## src/rtl/serial_pattern_source.sv

```systemverilog
// Serial stimulus source: captures a bit pattern on load and emits it MSB-first,
// one bit per debounced step press, optionally looping back to the first bit.
module serial_pattern_source #(
    parameter int WIDTH = 8,
    parameter int LEN_W = 4
) (
    input  logic             clock,
    input  logic             resetn,
    input  logic             load,
    input  logic [WIDTH-1:0] pattern,
    input  logic [LEN_W-1:0] length,
    input  logic             loop,
    input  logic             step,
    output logic             w_out,
    output logic             w_valid,
    output logic             adv_pulse,
    output logic [LEN_W-1:0] bit_idx,
    output logic             wrap,
    output logic             done
);

    typedef enum logic [1:0] {
        IDLE   = 2'd0,
        ACTIVE = 2'd1,
        DONE   = 2'd2
    } state_t;

    localparam logic [LEN_W-1:0] WIDTH_L = LEN_W'(WIDTH);

    state_t             state_reg;
    logic [2:0]         sync_reg;
    logic               step_edge;
    logic [WIDTH-1:0]   shreg_reg;
    logic [WIDTH-1:0]   saved_reg;
    logic [LEN_W-1:0]   len_reg;
    logic               loop_reg;
    logic [LEN_W-1:0]   bit_idx_reg;
    logic               wrap_reg;
    logic               done_reg;
    logic               w_valid_reg;
    logic               w_out_reg;
    logic [LEN_W-1:0]   len_eff;
    logic [LEN_W-1:0]   last_idx;
    logic [WIDTH-1:0]   aligned;

    // Two synchronizer flops plus a history flop. They reset to 1 so a step
    // held high through reset release is not mistaken for a fresh press.
    genvar gi;
    generate
        for (gi = 0; gi < 3; gi++) begin : g_sync
            if (gi == 0) begin : g_first
                always_ff @(posedge clock or negedge resetn) begin
                    if (!resetn) begin
                        sync_reg[gi] <= 1'b1;
                    end else begin
                        sync_reg[gi] <= step;
                    end
                end
            end else begin : g_rest
                always_ff @(posedge clock or negedge resetn) begin
                    if (!resetn) begin
                        sync_reg[gi] <= 1'b1;
                    end else begin
                        sync_reg[gi] <= sync_reg[gi-1];
                    end
                end
            end
        end
    endgenerate

    assign step_edge = sync_reg[1] & ~sync_reg[2];

    // Out-of-range lengths fall back to the full register width.
    always_comb begin
        len_eff = length;
        if (length == '0 || length > WIDTH_L) begin
            len_eff = WIDTH_L;
        end
    end

    // Left-align the used low bits so emission always starts at the MSB.
    assign aligned  = pattern << (WIDTH_L - len_eff);
    assign last_idx = len_reg - 1'b1;

    always_ff @(posedge clock or negedge resetn) begin
        if (!resetn) begin
            state_reg   <= IDLE;
            shreg_reg   <= '0;
            saved_reg   <= '0;
            len_reg     <= '0;
            loop_reg    <= 1'b0;
            bit_idx_reg <= '0;
            wrap_reg    <= 1'b0;
            done_reg    <= 1'b0;
            w_valid_reg <= 1'b0;
            w_out_reg   <= 1'b0;
        end else begin
            wrap_reg <= 1'b0;
            if (load) begin
                shreg_reg   <= aligned;
                saved_reg   <= aligned;
                len_reg     <= len_eff;
                loop_reg    <= loop;
                bit_idx_reg <= '0;
                done_reg    <= 1'b0;
                w_valid_reg <= 1'b1;
                w_out_reg   <= aligned[WIDTH-1];
                state_reg   <= ACTIVE;
            end else begin
                case (state_reg)
                    IDLE: begin
                    end
                    ACTIVE: begin
                        if (step_edge) begin
                            if (bit_idx_reg < last_idx) begin
                                shreg_reg   <= shreg_reg << 1;
                                bit_idx_reg <= bit_idx_reg + 1'b1;
                                w_out_reg   <= shreg_reg[WIDTH-2];
                            end else if (loop_reg) begin
                                shreg_reg   <= saved_reg;
                                bit_idx_reg <= '0;
                                wrap_reg    <= 1'b1;
                                w_out_reg   <= saved_reg[WIDTH-1];
                            end else begin
                                done_reg    <= 1'b1;
                                w_valid_reg <= 1'b0;
                                w_out_reg   <= 1'b0;
                                state_reg   <= DONE;
                            end
                        end
                    end
                    DONE: begin
                    end
                    default: begin
                        w_valid_reg <= 1'b0;
                        w_out_reg   <= 1'b0;
                        state_reg   <= IDLE;
                    end
                endcase
            end
        end
    end

    // A load in the same cycle swallows the edge, so no advance is announced.
    assign adv_pulse = step_edge & (state_reg == ACTIVE) & ~load;
    assign w_out     = w_out_reg;
    assign w_valid   = w_valid_reg;
    assign bit_idx   = bit_idx_reg;
    assign wrap      = wrap_reg;
    assign done      = done_reg;

endmodule

```

## config.mk

```make
export PLATFORM = sky130hd
export DESIGN_NAME = serial_pattern_source
export DESIGN_NICKNAME = d
export VERILOG_FILES = /design/src/rtl/serial_pattern_source.sv
export SDC_FILE = /design/constraint.sdc
export NUM_CORES = 1
export LEC_CHECK = 0
export CORE_AREA = 2 2 63 65
export CTS_BUF_LIST = sky130_fd_sc_hd__clkbuf_4 sky130_fd_sc_hd__clkbuf_8
export CTS_CLUSTER_SIZE = 20
export DETAILED_ROUTE_END_ITERATION = 12
export DIE_AREA = 0 0 65 67
export HOLD_SLACK_MARGIN = 0.05
export PLACE_DENSITY = 0.81
export SLEW_MARGIN = 20
export SYNTH_ARGS = -nofsm -noshare
export SYNTH_HDL_FRONTEND = slang
export SYNTH_SLANG_ARGS = --single-unit
```

## constraint.sdc

```tcl
create_clock -name clock -period 3.2 [get_ports clock]
set_input_delay 0.48 -clock clock [delete_from_list [all_inputs] [get_ports clock]]
set_output_delay 0.48 -clock clock [all_outputs]
set_load 0.02 [all_outputs]
```

Yosys cells after proc, flatten, opt, wreduce, memory -nomap -nowiden
Index checks and enable logic that the tools add are counted.
{"block": "word_totals", "elab_cells": 79, "input_bits": 17, "register_bits": 33, "output_inout_bits": 9}
{"block": "classes", "n_eq_ne": 8, "addsub": 3, "shifts": 1, "n_reduce_logical": 11, "mux": 36, "magnitude_cmp": 2, "bitwise_logic": 5}
{"op": "$mux 7", "count": 5}
{"op": "$mux 4", "count": 6}
{"op": "$mux 1", "count": 18}
{"op": "$ne 3x3->1 const B", "count": 3}
{"op": "$mux 2", "count": 4}
{"op": "$reduce_and 4->1", "count": 2}
{"op": "$shl 8x4->8", "count": 1}
{"op": "$add 4x1->4 const B", "count": 1}
{"op": "$gt 4x4->1 const B", "count": 1}
{"op": "$logic_not 4->1", "count": 1}
{"op": "$lt 4x4->1", "count": 1}
{"op": "$ne 2x2->1 const B", "count": 2}
{"op": "$pmux 1 s2", "count": 2}
{"op": "$pmux 2 s2", "count": 1}
{"op": "$reduce_bool 2->1", "count": 2}
{"op": "$sub 4x1->4 const B", "count": 1}
{"op": "$sub 4x4->4 const A", "count": 1}
{"op": "$and 1x1->1", "count": 3}
{"op": "$reduce_and 3->1", "count": 1}
{"op": "$reduce_bool 3->1", "count": 1}
{"op": "$eq 2x1->1 const B", "count": 1}
{"op": "$eq 2x2->1 const B", "count": 1}
{"op": "$logic_not 2->1", "count": 1}
{"op": "$ne 2x1->1 const B", "count": 1}
{"op": "4 further kinds", "count": 5}

Depth between registers and ports, before layout
{"block": "logic_depth", "depth_word": 6, "ltp_mapped": 10, "mapped_depth_nobuf": 9}

Worst setup path after synthesis
Ideal clock, no wire load.
{"block": "synth_path", "path_kind": "reg-to-reg", "from": "register len_reg[0]", "to": "register bit_idx_reg[0] (netlist: bit_idx[0])", "required_ns": 3.075, "path_buffers": 1, "synth_period_minus_slack_ns": 2.212, "setup_slack_ns": 0.988, "path_stages_with_launch": 11, "setup_time_ns": 0.125, "arrival_time_ns": 2.087, "path_cell_list": "dfrtp_1 inv_1 ha_1 xnor2_1 ha_1 o21ai_1 a221oi_1 o21ba_2 buf_4 nor2_1 mux2_2"}
{"block": "synth_between", "elab_chain_len": 6, "word_cells_on_any_way": 8}
{"item": "start: declaration", "line": "35", "rtl": "logic [LEN_W-1:0] len_reg;"}
{"item": "start signal: assignment", "line": "102", "rtl": "len_reg <= len_eff;"}
{"item": "$sub 4x1->4 (*)", "line": "83", "rtl": "assign last_idx = len_reg - 1'b1;"}
{"item": "$lt 4x4->1 (*)", "line": "115", "rtl": "if (bit_idx_reg < last_idx) begin"}
{"item": "$mux 4", "line": "115"}
{"item": "$mux 4", "line": "114", "rtl": "if (step_edge) begin"}
{"item": "$mux 4", "line": "110", "rtl": "case (state_reg)"}
{"item": "$mux 4", "line": "99", "rtl": "if (load) begin"}
{"item": "end signal: assignment", "line": "117", "rtl": "bit_idx_reg <= bit_idx_reg + 1'b1;"}
{"item": "end: declaration", "line": "37", "rtl": "logic [LEN_W-1:0] bit_idx_reg;"}
Every way passes the cells marked *; elsewhere a longest branch is shown, timed or not. The select of a mux whose other input is x is not followed.
A chain may end at the register's enable or synchronous reset.

Worst setup path in the final report
{"block": "layout_path", "from": "register len_reg[0]", "to": "register bit_idx_reg[2] (netlist: bit_idx[2])"}
Same word-level chain as after synthesis.

==> summary.txt <==
Floorplanning
  – Io pins: 26
  – Initial Util: roughly half
  – Die height: 67 um
  – Die area: 4355 um2
  – Row count: 22
  – Core ar.: 3606 um2
  – Die W: ~65 um

Min path
  – Worst hold start: sync_reg[0]
  – Hold/Removal Path Class: reg -> reg

Global routing
  – Initial antenna violation count: 0
  – Vias in the first global route: 1383
  – GR Overflow Total: 0
  – First-pass GRT wire length: 6147 um
  – Largest net degree at the start of global routing: 37
  – Total GRT Usage: 18.76%

Layout
  – Fillers: just over 300
  – Final Non-Filler Cells: around 250
  – Nets: 221
  – FF/Latch Area: 804.5 um2
  – Antenna fix cells: 0
  – P&R area growth vs syn: 22.87%
  – Multi-input gate area: 882.1 um2
  – Final core occ: 60.41%
  – Max reg flops: 8
  – Share of cells above drive strength 1: 16.58%
  – Final instance area: 2178 um2

Power and ir drop
  – Leakage power: 0.9194 nW
  – Combinational fraction of design power: 25.3%
  – Sw power: ~0.34 mW
  – Max VDD drop: 0.2968 mV
  – Switching Share: 28.48%
  – Total power: ~1.2 mW
  – Pint: ~0.85 mW
  – Clk pwr share: 32.5%
  – Power per cell area: 547.7 nW/um2
  – Sequential share of power: 42.2%

Placement
  – DP HPWL: 2419 um
  – Post-Place Cells: 239
  – Placed cell areas: 2067 um2
  – Routability cong.: 0.7901
  – Post-place setup slack: 461.5 ps
  – Buffers on Ports: 25

Synth
  – Top-count cell post-synth: dfrtp_1
  – Area share of xor/xnor cells in the synthesized design: 1.905%
  – Adder-Cell Fraction of Synth Area: approximately 4.2%
  – Post-synthesis simple-gate area fraction: 14.75%
  – Sequential-to-total area share from yosys stat: a little under half
  – Mux contribution to synthesized area: approximately 14%
  – Ys Warns: 0
  – Number of synthesized flops with an enable pin: 0
  – Syn avg cell area: between 10 and 15 um2
  – Cell variety after synth: 50
  – Post-Syn Nets: 194
  – Main synth FF type: dfrtp_1
  – Yosys reg bits: 32
  – Mapped cell area: 1773 um2
  – Top cells by count, synth: dfrtp_1 (29), nor2_1 (15), nand2_1 (13), inv_1 (9)
  – Cells after synthesis: 171
  – Synth async-reset ratio: 100.0%
  – Compound-Gate Fraction of Synth Area: 15.24%
  – Top cells by area, synth: dfrtp_1 (41%), mux2_2 (5.1%), mux2i_1 (4.5%)
  – Post-synth top area cell: dfrtp_1
  – Post-synth top area share: 40.93%
  – Largest family of logic cells by synthesized area: compound AO/OA/AOI/OAI gates

Route
  – 1st-iter DRT viols: 57
  – DR WL/cell: 13.67 um
  – DR vias/cell: 5.498
  – Antenna-violating nets left: 0
  – DR pass1 iterations: 4
  – Number of remaining DRC errors: 0
  – Total Wirelength: 3377 um
  – Via count: ~1400

CTS
  – Clk buf depth: 2
  – Num Clock Sinks: 32
  – Postcts setup bufs: 0
  – Total clock buffers created by CTS: 5
  – Htree depth: 2
  – Clock latency on the worst-skew pair: around 290 ps
  – Cts repair resizes: 0
  – Clock slew seen by the registers of the worst setup and hold paths: 70 ps
  – CTS tree: done
  – Root Driver: clkbuf_8
  – Cts-stage hold buffer count: 0

STA
  – Peak Freq: 0.3969 GHz
  – Sum Neg Setup Slack: 0 ps
  – Final Skew: between 5 and 6 ps
  – Crit path time final: 2519 ps
  – Worst Hold Margin: 364.2 ps
  – Worst rel slew slack: 54.51%
  – Setup ws final: 680.7 ps
  – Final slew viol count: 0
  – Setup violations, final: 0
  – Worst-Margin Slew: 681.0 ps
  – Final period utilization: 78.73%
  – RSZ-0062 raised after global routing: false
  – Final Hold Fails: 0

Worst setup path
  – Worst R2R Start: len_reg[0]
  – Crit end category: register
  – Worst setup SP type: register
  – Worst EP required: 3380 ps
  – Setup Crit Path Kind: reg -> reg
  – Worst setup startpoint: len_reg[0]
  – Crit Path Max Fanout: 11
  – CP arrival: between 2000 and 3000 ps

Outcome
  – Status: finished, final reports clean

Run
  – Maxcap violations: 0
[logic make-up after synthesis]
group           after synthesis
simple gates                 52
compound gates               39
flops                        32
mux                          20
buf+inv                      19
fa+ha+maj                     6
xor+xnor                      3
[worst paths after layout]
path                            slack (ps)          end  cells past startpoint
worst min-delay path                   360  sync_reg[1]                      0
worst max-delay path                   680   bit_idx[2]                      9
worst min register to register         360  sync_reg[1]                      0
min in group asynchronous              590   len_reg[3]                      2
max in group asynchronous             2280  sync_reg[2]                      2
worst max register to register         680   bit_idx[2]                      9
[metal layers]
layer | vias up | global-route usage (%) | part of all wire, %
li1 | 664 | - | -
met1 | 652 | 22.16 | 46
met2 | 35 | 31.44 | 48
met3 | 7 | 4.899 | 4.1
met4 | 0 | 9.574 | 2.4
met5 | - | 0 | 0
[cell type report]
class | instances | share of cell area (%)
inverters | 10 | 1.838
clock buffers | 6 | 3.504
flip-flops and latches | 32 | 36.93
well taps | 48 | 2.757
clock inverters | 2 | 1.608
repair buffers | 29 | 12.87
multi-input cells | 120 | 40.49
[critical path, cell delays in order, from the launching register on]
cell      delay (ps)
dfrtp_1          360
inv_1             70
ha_1             200
xnor2_1          120
ha_1             270
o21ai_1          170
a221oi_1         170
o21bai_1         590
o21ai_0          240
a21o_1           220
[power groups by stage]
stage / Clock (mW) / Combinational [mW] / Sequential (mW)
after floorplan: 0 / 0.191 / 0.518
after global placement: 0 / 0.298 / 0.507
after detailed placement: 0 / 0.302 / 0.510
after CTS: 0.400 / 0.304 / 0.503
after global routing: 0.419 / 0.338 / 0.510
final: 0.388 / 0.302 / 0.503
[layout by cell type, fill, tap and decap left out, types with 2 or more instances in the layout]
| cell type | count |
|---|---|
| dfrtp_1 | 29 |
| clkdlybuf4s50_1 | 25 |
| nor2_1 | 15 |
| nand2_1 | 13 |
| inv_1 | 9 |
| mux2_2 | 8 |
| mux2i_1 | 8 |
| o21ai_0 | 8 |
| ha_1 | 6 |
| clkbuf_8 | 5 |
| nor2b_1 | 4 |
| a21oi_1 | 4 |
| nand3_1 | 4 |
| buf_4 | 4 |
| nor3_1 | 3 |
| o21ai_1 | 3 |
| a31oi_1 | 3 |
| o311ai_0 | 3 |
| dfstp_2 | 3 |
| xnor2_1 | 2 |
| o211ai_1 | 2 |
| mux4_2 | 2 |
| nand3b_1 | 2 |
| a21o_1 | 2 |
| a22o_1 | 2 |
| o211a_1 | 2 |
| or2_2 | 2 |
| o21a_1 | 2 |
Power figures use the tool's default switching activity.
